==> config.mk <==
export PLATFORM = sky130hd
export DESIGN_NAME = bp_update_ctrl_flat
export DESIGN_NICKNAME = d
export VERILOG_FILES = /design/src/rtl/bp_pkg.sv /design/src/rtl/bp_update_ctrl_if.sv /design/src/rtl/bp_update_fifo.sv /design/src/rtl/bp_update_ctrl.sv /design/src/flat_wrapper.sv
export SDC_FILE = /design/constraint.sdc
export NUM_CORES = 1
export LEC_CHECK = 0
export ABC_AREA = 1
export BUFFER_PORTS_ARGS = -buffer_cell sky130_fd_sc_hd__buf_2
export CAP_MARGIN = 25
export CORE_ASPECT_RATIO = 0.5
export CORE_UTILIZATION = 35
export DETAILED_ROUTE_END_ITERATION = 8
export GPL_TIMING_DRIVEN = 1
export PLACE_DENSITY_LB_ADDON = 0.12
export SLEW_MARGIN = 40
export SYNTH_ARGS = -nofsm -noshare
export SYNTH_HDL_FRONTEND = slang
export SYNTH_HIERARCHICAL = 1
export SYNTH_SLANG_ARGS = --single-unit
export TNS_END_PERCENT = 50
==> constraint.sdc <==
create_clock -name clk -period 3.8 [get_ports clk]
set_clock_uncertainty 0.05 [all_clocks]
set_input_delay 0.76 -clock clk [delete_from_list [all_inputs] [get_ports clk]]
set_output_delay 0.76 -clock clk [all_outputs]
set_load 0.05 [all_outputs]
==> src/rtl/bp_pkg.sv <==
// Shared types and helpers for the branch-predictor update controller and its FIFO.
package bp_pkg;

    typedef enum logic {
        RUN     = 1'b0,
        RECOVER = 1'b1
    } ctrl_state_t;

    // Index width of a power-of-two FIFO; pointers carry one extra wrap bit on top.
    function automatic int ptr_width(input int depth);
        return $clog2(depth);
    endfunction

endpackage

==> src/rtl/bp_update_ctrl_if.sv <==
// Resolution and predictor-update handshakes of the branch update controller.
interface bp_update_ctrl_if;

    logic res_valid;
    logic res_taken;
    logic res_pred;
    logic res_ready;
    logic bp_valid;
    logic bp_taken;
    logic bp_ready;

    modport master (
        output res_valid, res_taken, res_pred, bp_ready,
        input  res_ready, bp_valid, bp_taken
    );

    modport slave (
        input  res_valid, res_taken, res_pred, bp_ready,
        output res_ready, bp_valid, bp_taken
    );

endinterface

==> src/rtl/bp_update_fifo.sv <==
// In-order DEPTH x 1-bit FIFO holding resolved branch outcomes awaiting predictor update.
module bp_update_fifo
    import bp_pkg::*;
#(
    parameter int DEPTH = 4
)
(
    input  logic clk,
    input  logic reset_n,
    input  logic wr_en,
    input  logic wr_data,
    input  logic rd_en,
    output logic rd_data,
    output logic full,
    output logic empty
);

    localparam int PW = ptr_width(DEPTH);
    localparam logic [PW:0] PTR_ONE = (PW + 1)'(1);

    logic [PW:0]      wr_ptr;
    logic [PW:0]      rd_ptr;
    logic [DEPTH-1:0] mem;
    logic             do_wr;
    logic             do_rd;

    assign full    = (wr_ptr[PW-1:0] == rd_ptr[PW-1:0]) && (wr_ptr[PW] != rd_ptr[PW]);
    assign empty   = (wr_ptr == rd_ptr);
    assign do_wr   = wr_en && !full;
    assign do_rd   = rd_en && !empty;
    // Gated so the update bit reads 0 whenever nothing is pending.
    assign rd_data = !empty && mem[rd_ptr[PW-1:0]];

    always_ff @(posedge clk) begin
        if (!reset_n) begin
            wr_ptr <= '0;
            rd_ptr <= '0;
            mem    <= '0;
        end else begin
            if (do_wr) begin
                mem[wr_ptr[PW-1:0]] <= wr_data;
                wr_ptr              <= wr_ptr + PTR_ONE;
            end
            if (do_rd) begin
                rd_ptr <= rd_ptr + PTR_ONE;
            end
        end
    end

endmodule

==> src/rtl/bp_update_ctrl.sv <==
// Buffers resolved branches for the global-history predictor, flags mispredicts with a
// one-cycle flush and a recovery hold-off, and keeps saturating performance counters.
module bp_update_ctrl
    import bp_pkg::*;
#(
    parameter int DEPTH          = 4,
    parameter int RECOVER_CYCLES = 2,
    parameter int CNT_W          = 32
)
(
    input  logic             clk,
    input  logic             reset_n,
    bp_update_ctrl_if.slave  bus,
    output logic             flush_req,
    output logic             fifo_empty,
    output logic [CNT_W-1:0] branch_cnt,
    output logic [CNT_W-1:0] mispred_cnt
);

    localparam int               RW       = $clog2(RECOVER_CYCLES + 1);
    localparam logic [RW-1:0]    REC_LOAD = RW'(RECOVER_CYCLES - 1);
    localparam logic [RW-1:0]    REC_ONE  = RW'(1);
    localparam logic [CNT_W-1:0] CNT_ONE  = CNT_W'(1);

    ctrl_state_t   state;
    logic [RW-1:0] rec_cnt;
    logic          full;
    logic          accept;
    logic          mispredict;

    // No pass-through: a full FIFO refuses even if the head drains this cycle.
    assign bus.res_ready = (state == RUN) && !full;
    assign accept        = bus.res_valid && bus.res_ready;
    assign mispredict    = accept && (bus.res_taken != bus.res_pred);
    assign bus.bp_valid  = !fifo_empty;

    bp_update_fifo #(
        .DEPTH (DEPTH)
    ) u_fifo (
        .clk     (clk),
        .reset_n (reset_n),
        .wr_en   (accept),
        .wr_data (bus.res_taken),
        .rd_en   (bus.bp_ready),
        .rd_data (bus.bp_taken),
        .full    (full),
        .empty   (fifo_empty)
    );

    always_ff @(posedge clk) begin
        if (!reset_n) begin
            state     <= RUN;
            rec_cnt   <= '0;
            flush_req <= 1'b0;
        end else begin
            flush_req <= mispredict;
            case (state)
                RUN: begin
                    if (mispredict) begin
                        state   <= RECOVER;
                        rec_cnt <= REC_LOAD;
                    end
                end
                RECOVER: begin
                    if (rec_cnt == '0) begin
                        state <= RUN;
                    end else begin
                        rec_cnt <= rec_cnt - REC_ONE;
                    end
                end
                default: state <= RUN;
            endcase
        end
    end

    always_ff @(posedge clk) begin
        if (!reset_n) begin
            branch_cnt  <= '0;
            mispred_cnt <= '0;
        end else begin
            if (accept && !(&branch_cnt)) begin
                branch_cnt <= branch_cnt + CNT_ONE;
            end
            if (mispredict && !(&mispred_cnt)) begin
                mispred_cnt <= mispred_cnt + CNT_ONE;
            end
        end
    end

endmodule

==> src/flat_wrapper.sv <==
// flat-port wrapper written by rule: the top's interface ports become plain ports
module bp_update_ctrl_flat import bp_pkg::*;
#(
    parameter int DEPTH          = 4,
    parameter int RECOVER_CYCLES = 2,
    parameter int CNT_W          = 32
)
  (clk, reset_n, flush_req, fifo_empty, branch_cnt, mispred_cnt, bus_res_valid, bus_res_taken, bus_res_pred, bus_bp_ready, bus_res_ready, bus_bp_valid, bus_bp_taken);
  bp_update_ctrl_if bus_i ();
  input  logic clk;
  input  logic reset_n;
  output logic flush_req;
  output logic fifo_empty;
  output logic [CNT_W-1:0] branch_cnt;
  output logic [CNT_W-1:0] mispred_cnt;
  input wire logic [$bits(bus_i.res_valid)-1:0] bus_res_valid;
  input wire logic [$bits(bus_i.res_taken)-1:0] bus_res_taken;
  input wire logic [$bits(bus_i.res_pred)-1:0] bus_res_pred;
  input wire logic [$bits(bus_i.bp_ready)-1:0] bus_bp_ready;
  output wire logic [$bits(bus_i.res_ready)-1:0] bus_res_ready;
  output wire logic [$bits(bus_i.bp_valid)-1:0] bus_bp_valid;
  output wire logic [$bits(bus_i.bp_taken)-1:0] bus_bp_taken;
  assign bus_i.res_valid = bus_res_valid;
  assign bus_i.res_taken = bus_res_taken;
  assign bus_i.res_pred = bus_res_pred;
  assign bus_i.bp_ready = bus_bp_ready;
  assign bus_res_ready = bus_i.res_ready;
  assign bus_bp_valid = bus_i.bp_valid;
  assign bus_bp_taken = bus_i.bp_taken;
  bp_update_ctrl #(.DEPTH(DEPTH), .RECOVER_CYCLES(RECOVER_CYCLES), .CNT_W(CNT_W)) u_core (.clk(clk), .reset_n(reset_n), .bus(bus_i), .flush_req(flush_req), .fifo_empty(fifo_empty), .branch_cnt(branch_cnt), .mispred_cnt(mispred_cnt));
endmodule
**Yosys cells after proc, flatten, opt, wreduce, memory -nomap -nowiden**

Index checks and enable logic that the tools add are counted.

- Add/subtract/negate cells: 5
- $lt $le $gt $ge: 3
- Equal/unequal tests: 6
- Multiplexer cells: 11
- Bitwise logic cells: 1
- Reductions and logical operators: 18

Operators by type and width:

| kind | number |
|---|---|
| adder 32 x 1 -> 32 bit, second input constant | 2 |
| AND reduction 32 bit | 2 |
| logical AND 1 bit | 10 |
| adder 3 x 1 -> 3 bit, second input constant | 2 |
| less-than comparator 2 x 3 -> 1 bit, second input constant | 2 |
| bitwise mux 4 bit | 1 |
| logical NOT 1 bit | 4 |
| 2-to-1 mux 1 bit | 4 |
| 2-to-1 mux 2 bit | 2 |
| one-hot mux 2 bit (2 select lines) | 1 |
| == test 3 bit | 1 |
| binary-select mux 1 bit (select 2 bit) | 1 |
| demux 1 bit (select 2 bit) | 1 |
| == test 2 bit | 1 |
| greater-or-equal comparator 2 x 1 -> 1 bit, second input constant | 1 |
| logical NOT 2 bit | 1 |
| != test 1 bit | 2 |
| != test 2 x 1 -> 1 bit, second input constant | 1 |
| != test 2 bit, second input constant | 1 |
| one-hot mux 1 bit (2 select lines) | 1 |
| AND reduction 2 bit | 1 |
| subtractor 2 x 1 -> 2 bit, second input constant | 1 |
| NOT 1 bit | 1 |

- Register bits after elaboration: 78
- Input bits: 6
- Output and inout bits: 69
- Logic and storage cells: 52

**Longest topological paths before layout**

- Depth in word-level cells: 8
- Gate-level depth with buffers: 17
- Gate-level depth less buffers: 15

**By module**

Netlist, hierarchy kept.

By module, submodules not included:

| module | instances | cells each | area each (µm²) | seq. area each (µm²) |
|---|---|---|---|---|
| bp_update_ctrl | 1 | 682 | 4152.7 | 1361.3 |
| bp_update_fifo | 1 | 101 | 679.4 | 200.2 |

**Worst setup path before layout**

OpenSTA, ideal clock, no wires.

- Kind: register -> register
- Start: register u_core.u_fifo.wr_ptr[0]
- End: register u_core.branch_cnt[16]
- Setup time: 0.115 ns
- Data arrival time: 2.063 ns
- Data required time: 3.635 ns
- Setup slack: 1.573 ns
- Cell stages (with the launch flop): 18
- Path buffers: 2
- Period minus slack after synthesis: 2.227 ns
- Cell sequence: dfxtp_1 -> inv_1 -> nand2_1 -> nand2_2 -> nand3_2 -> buf_6 -> inv_1 -> nor2_4 -> nand2_2 -> inv_2 -> buf_6 -> nand3_1 -> nor2_2 -> nand2_1 -> inv_1 -> nand2_1 -> nand2_1 -> nor2_1

- Word-level cells in the longest chain between the ends: 6

RTL lines:

| element | RTL line | RTL |
|---|---|---|
| start, declared | bp_update_fifo.sv:21 | `logic [PW:0] wr_ptr;` |
| start signal, assigned | bp_update_fifo.sv:42 | `wr_ptr <= wr_ptr + PTR_ONE;` |
| == test 2 bit | bp_update_fifo.sv:27 | `assign full = (wr_ptr[PW-1:0] == rd_ptr[PW-1:0]) && (wr_ptr[PW] != rd_ptr[PW]);` |
| logical AND 1 bit | bp_update_fifo.sv:27 |  |
| named net u_core.full | bp_update_ctrl.sv:27 | `logic full;` |
| logical NOT 1 bit | bp_update_ctrl.sv:32 | `assign bus.res_ready = (state == RUN) && !full;` |
| logical AND 1 bit | bp_update_ctrl.sv:32 |  |
| named net bus_res_ready | flat_wrapper.sv:20 | `output wire logic [$bits(bus_i.res_ready)-1:0] bus_res_ready;` |
| logical AND 1 bit | bp_update_ctrl.sv:33 | `assign accept = bus.res_valid && bus.res_ready;` |
| named net u_core.accept | bp_update_ctrl.sv:28 | `logic accept;` |
| logical AND 1 bit | bp_update_ctrl.sv:81 | `if (accept && !(&branch_cnt)) begin` |
| end signal, assigned | bp_update_ctrl.sv:82 | `branch_cnt <= branch_cnt + CNT_ONE;` |
| end, declared | bp_update_ctrl.sv:16 | `output logic [CNT_W-1:0] branch_cnt,` |

The timed path passes the listed nets, and every way through them passes these cells.
A chain may end at the register's enable or synchronous reset.

**Final worst setup path**

- Start: register u_core.u_fifo.wr_ptr[0]
- End: register u_core.mispred_cnt[15]

- Word-level cells in the longest chain between the ends: 7

RTL lines:

| element | RTL line | RTL |
|---|---|---|
| == test 2 bit | bp_update_fifo.sv:27 |  |
| logical AND 1 bit | bp_update_fifo.sv:27 |  |
| named net u_core.full | bp_update_ctrl.sv:27 |  |
| logical NOT 1 bit | bp_update_ctrl.sv:32 |  |
| logical AND 1 bit | bp_update_ctrl.sv:32 |  |
| logical AND 1 bit | bp_update_ctrl.sv:33 |  |
| logical AND 1 bit | bp_update_ctrl.sv:34 | `assign mispredict = accept && (bus.res_taken != bus.res_pred);` |
| logical AND 1 bit | bp_update_ctrl.sv:84 | `if (mispredict && !(&mispred_cnt)) begin` |
| end signal, assigned | bp_update_ctrl.sv:85 | `mispred_cnt <= mispred_cnt + CNT_ONE;` |
| end, declared | bp_update_ctrl.sv:17 | `output logic [CNT_W-1:0] mispred_cnt` |

The timed path passes the listed nets, and every way through them passes these cells.

==> insert_results.sql <==
INSERT INTO impl_metrics (metric_group, metric, value, unit) VALUES
('critical_path', 'critical-path-top-delay-family', 'simple AND/OR/NAND/NOR gates', ''),
('clock_tree', 'cts.hold.buffers_added', '0', ''),
('drt', 'drcViolationCount', '0', ''),
('critical_path', 'cp_data_required_time', '3.98', 'ns'),
('placed_design', 'globalplace.congestion', '0.8936', ''),
('yosys', 'syn_area_per_cell', '6.171', 'µm²'),
('clock_tree', 'post_cts_buffers', '0', ''),
('yosys', 'yosys_warnings', '6', ''),
('critical_path', 'worst-path-max-fanout', '20', ''),
('global_route', 'antenna_found_initial', '0', ''),
('floorplan', 'chipWidth', '168.2', 'µm'),
('critical_path', 'reg2reg_slack', '1.16', 'ns'),
('timing', 'report.final.slew_viol_count', '0', ''),
('global_route', 'largest_net_degree_at_the_start_of_global_routing', '62', ''),
('critical_path', 'rr_endpoint', 'u_core/mispred_cnt[15]$_SDFFE_PN0P_', ''),
('timing', 'finalHoldViolations', '0', ''),
('final_layout', 'total_inserted_antenna_cells', '0', ''),
('drt', 'detailedRoute.firstIterationViolations', '317', ''),
('clock_tree', 'worst_setup_hold_path_clk_slew', '0.06', 'ns'),
('clock_tree', 'clock_latency', '0.34', 'ns'),
('floorplan', 'cell_rows', '29', ''),
('hold_path', 'worst_hold_startpoint', 'u_core/rec_cnt[1]$_SDFFE_PN0P_', ''),
('drt', 'detail_route.first_pass.iterations', '5', ''),
('drt', 'post_drt_via_cell_ratio', '4.862', ''),
('timing', 'setup-tns-final', '0', 'ns'),
('run_status', 'result_of_the_run', 'finished clean', ''),
('placed_design', 'place_hpwl', '9.908', 'mm'),
('floorplan', 'pin_count', '75', ''),
('floorplan', 'core-area', '0.01306', 'mm²'),
('drt', 'detailroute.via_count', '4984', ''),
('clock_tree', 'cts.sink_count', '78', ''),
('power', 'intPower', '1.491', 'mW'),
('final_layout', 'area_growth', '16.03', '%'),
('timing', 'layout_worst_path_cycle_share', '0.6936', ''),
('yosys', 'synth.net_count', '797', ''),
('critical_path', 'worst_r2r_startpoint', 'u_core/u_fifo/wr_ptr[0]$_SDFFE_PN0P_', ''),
('clock_tree', 'cts_bufs_inserted', '9', ''),
('power', 'seq_power_share', '0.423', ''),
('power', 'power.share.switching', '0.2674', ''),
('drt', 'detail_route.wirelength', '13.48', 'mm'),
('yosys', 'syn_inst', '783', ''),
('critical_path', 'worst_setup_end_kind', 'flip-flop', ''),
('clock_tree', 'cts_max_level', '3', ''),
('yosys', 'ys_types', '30', ''),
('timing', 'slew_headroom', '0.5472', ''),
('critical_path', 'worstSetupStartpointType', 'flip-flop', ''),
('final_layout', 'nFillCells', '1437', ''),
('hold_path', 'min_path_cells', '2', ''),
('run', 'max_cap_viol_count', '0', ''),
('power', 'combinationalPowerShare', '0.116', ''),
('hold_path', 'whs_endpoint', 'u_core/rec_cnt[1]$_SDFFE_PN0P_', ''),
('timing', 'timing.final.setup_violations', '0', ''),
('timing', 'tightest_slew', '0.6784', 'ns'),
('global_route', 'grt_pass1_vias', '4360', ''),
('clock_tree', 'cts_tree', 'done', ''),
('clock_tree', 'root_buffer', 'clkbuf_16', ''),
('global_route', 'grt.overflow.total', '0', ''),
('timing', 'post-route-min-period', '2.636', 'ns'),
('critical_path', 'critPathMaxStageDelay', '0.42', 'ns'),
('critical_path', 'timing.critical_path.cells', 'inv_1 -> nand2_1 -> nand2_2 -> nand3_2 -> inv_1 -> nor2_4 -> nand2_2 -> inv_2 -> nand2_1 -> nor2_1 -> nand4_1 -> nand2_1 -> nor2_1', ''),
('critical_path', 'worst_setup_path_startpoint', 'u_core/u_fifo/wr_ptr[0]$_SDFFE_PN0P_', ''),
('global_route', 'global_route.usage.total', '0.1944', ''),
('critical_path', 'cp_num_cells', '13', ''),
('timing', 'unrepaired_setup_endpoints_after_global_routing', 'no', ''),
('power', 'power.density', '363.0', 'mW/mm²'),
('power', 'total_leakage_power', '2.446', 'nW'),
('critical_path', 'arrival', '2.81', 'ns'),
('drt', 'drt.antenna.violating_nets', '0', ''),
('final_layout', 'post_route_cells_drive_above_1_share', '0.1602', ''),
('floorplan', 'initial_core_util', '0.3699', ''),
('yosys', 'synth_seq_area_share', '0.3231', '');
power by group through the flow:
stage / sequential [mW] / clock [mW] / combinational [mW]
floorplan: 0.900 / 0 / 0.165
global placement: 0.878 / 0 / 0.238
detailed placement: 0.879 / 0 / 0.239
CTS: 0.860 / 0.964 / 0.239
global route: 0.863 / 0.999 / 0.264
finish: 0.861 / 0.938 / 0.237
registers in the layout, indices dropped and copies added (netlist names):
register              cells
u_core/rec_cnt            2
u_core/branch_cnt        32
u_core/flush_req          1
u_core/state              1
u_core/u_fifo/rd_ptr      3
u_core/u_fifo/mem         4
u_core/u_fifo/wr_ptr      3
u_core/mispred_cnt       32
final cells by class:
type,count,area (µm²),share of cell area
flip-flops and latches,78,1562,0.2785
well taps,170,212.7,0.03794
multi-input cells,596,2796,0.4988
inverters,89,334.1,0.05958
clock inverters,4,70.07,0.01250
repair buffers,76,385.4,0.06873
clock buffers,12,246.5,0.04396
cell families (layout without fill, tap and decap cells):
family / count (synthesis) / in the layout / synth area share
and+or+nand+nor: 519 / 519 / 0.4775
buffers and inverters: 109 / 181 / 0.09813
DFF: 78 / 78 / 0.3231
AOI/OAI and AO/OA: 61 / 61 / 0.06603
adders and majority gates: 8 / 8 / 0.02072
xor gates and xnor gates: 8 / 8 / 0.01450
worst register-to-register path, cell delays in order (launching register included):
cell and delay (ns):
dfxtp_1 0.42, inv_1 0.12, nand2_1 0.09, nand2_2 0.06, nand3_2 0.21, inv_1 0.11, nor2_4 0.10, nand2_2 0.13
inv_2 0.34, nand2_1 0.32, nor2_1 0.31, nand4_1 0.13, nand2_1 0.09, nor2_1 0.05
cells in the mapped netlist (all sizes together):
library cell    n  area [µm²]
a21oi          40       200.2
clkinv          1       3.750
o31ai           1       7.510
nand4          23       143.9
clkbuf          5       18.77
and2            5       31.28
xor2            5       43.79
ha              8       100.1
nand3b          3       35.03
o21ai          11       55.05
dfxtp          78        1562
nor2          181       757.0
nand2         219       859.6
xnor2           3       26.28
a31oi           9       56.30
nand3          73       395.4
inv            88       330.3
buf            15       121.4
nor3           15       85.08
per-stage QoR:
step	worst slack [ns]	std cells	util	hold slack [ns]	instance area [µm²]
detailed placement	1.185	1009	0.4050	0.4094	5290
CTS	1.179	1025	0.4292	0.4259	5607
floorplan	1.573	783	-	0.3812	4832
global route	0.8476	1025	0.4292	0.4368	5607
finish	1.164	1025	0.4292	0.4250	5607
global placement	1.371	1009	0.4050	0.4030	5290
metal layers:
metal  wire (µm)  GRT usage
met1        6992     0.2767
met2        5662     0.2992
met3         711    0.04291
met4         113    0.04380
met5           0          0
placed cells by master, fill, tap and decap left out, drive strengths merged:
cell type and n:
clkinv 3, o31ai 1, a31oi 9, nand4 23
inv 88, bufinv 2, o21ai 11, buf 76
nand2 219, dfxtp 78, nand3 73, ha 8
xnor2 3, nor2 181, xor2 5, a21oi 40
clkbuf 12, nor3 15, nand3b 3, and2 5
worst max-delay path by stage:
stage                                          endpoint  slack [ns]
finish              u_core/mispred_cnt[15]$_SDFFE_PN0P_        1.16
global route             u_core/rec_cnt[1]$_SDFFE_PN0P_        0.85
CTS                 u_core/mispred_cnt[15]$_SDFFE_PN0P_        1.18
detailed placement  u_core/mispred_cnt[15]$_SDFFE_PN0P_        1.18
global placement     u_core/branch_cnt[16]$_SDFFE_PN0P_        1.37
floorplan            u_core/branch_cnt[16]$_SDFFE_PN0P_        1.57
No activity file was read; power rests on OpenSTA's default activity.
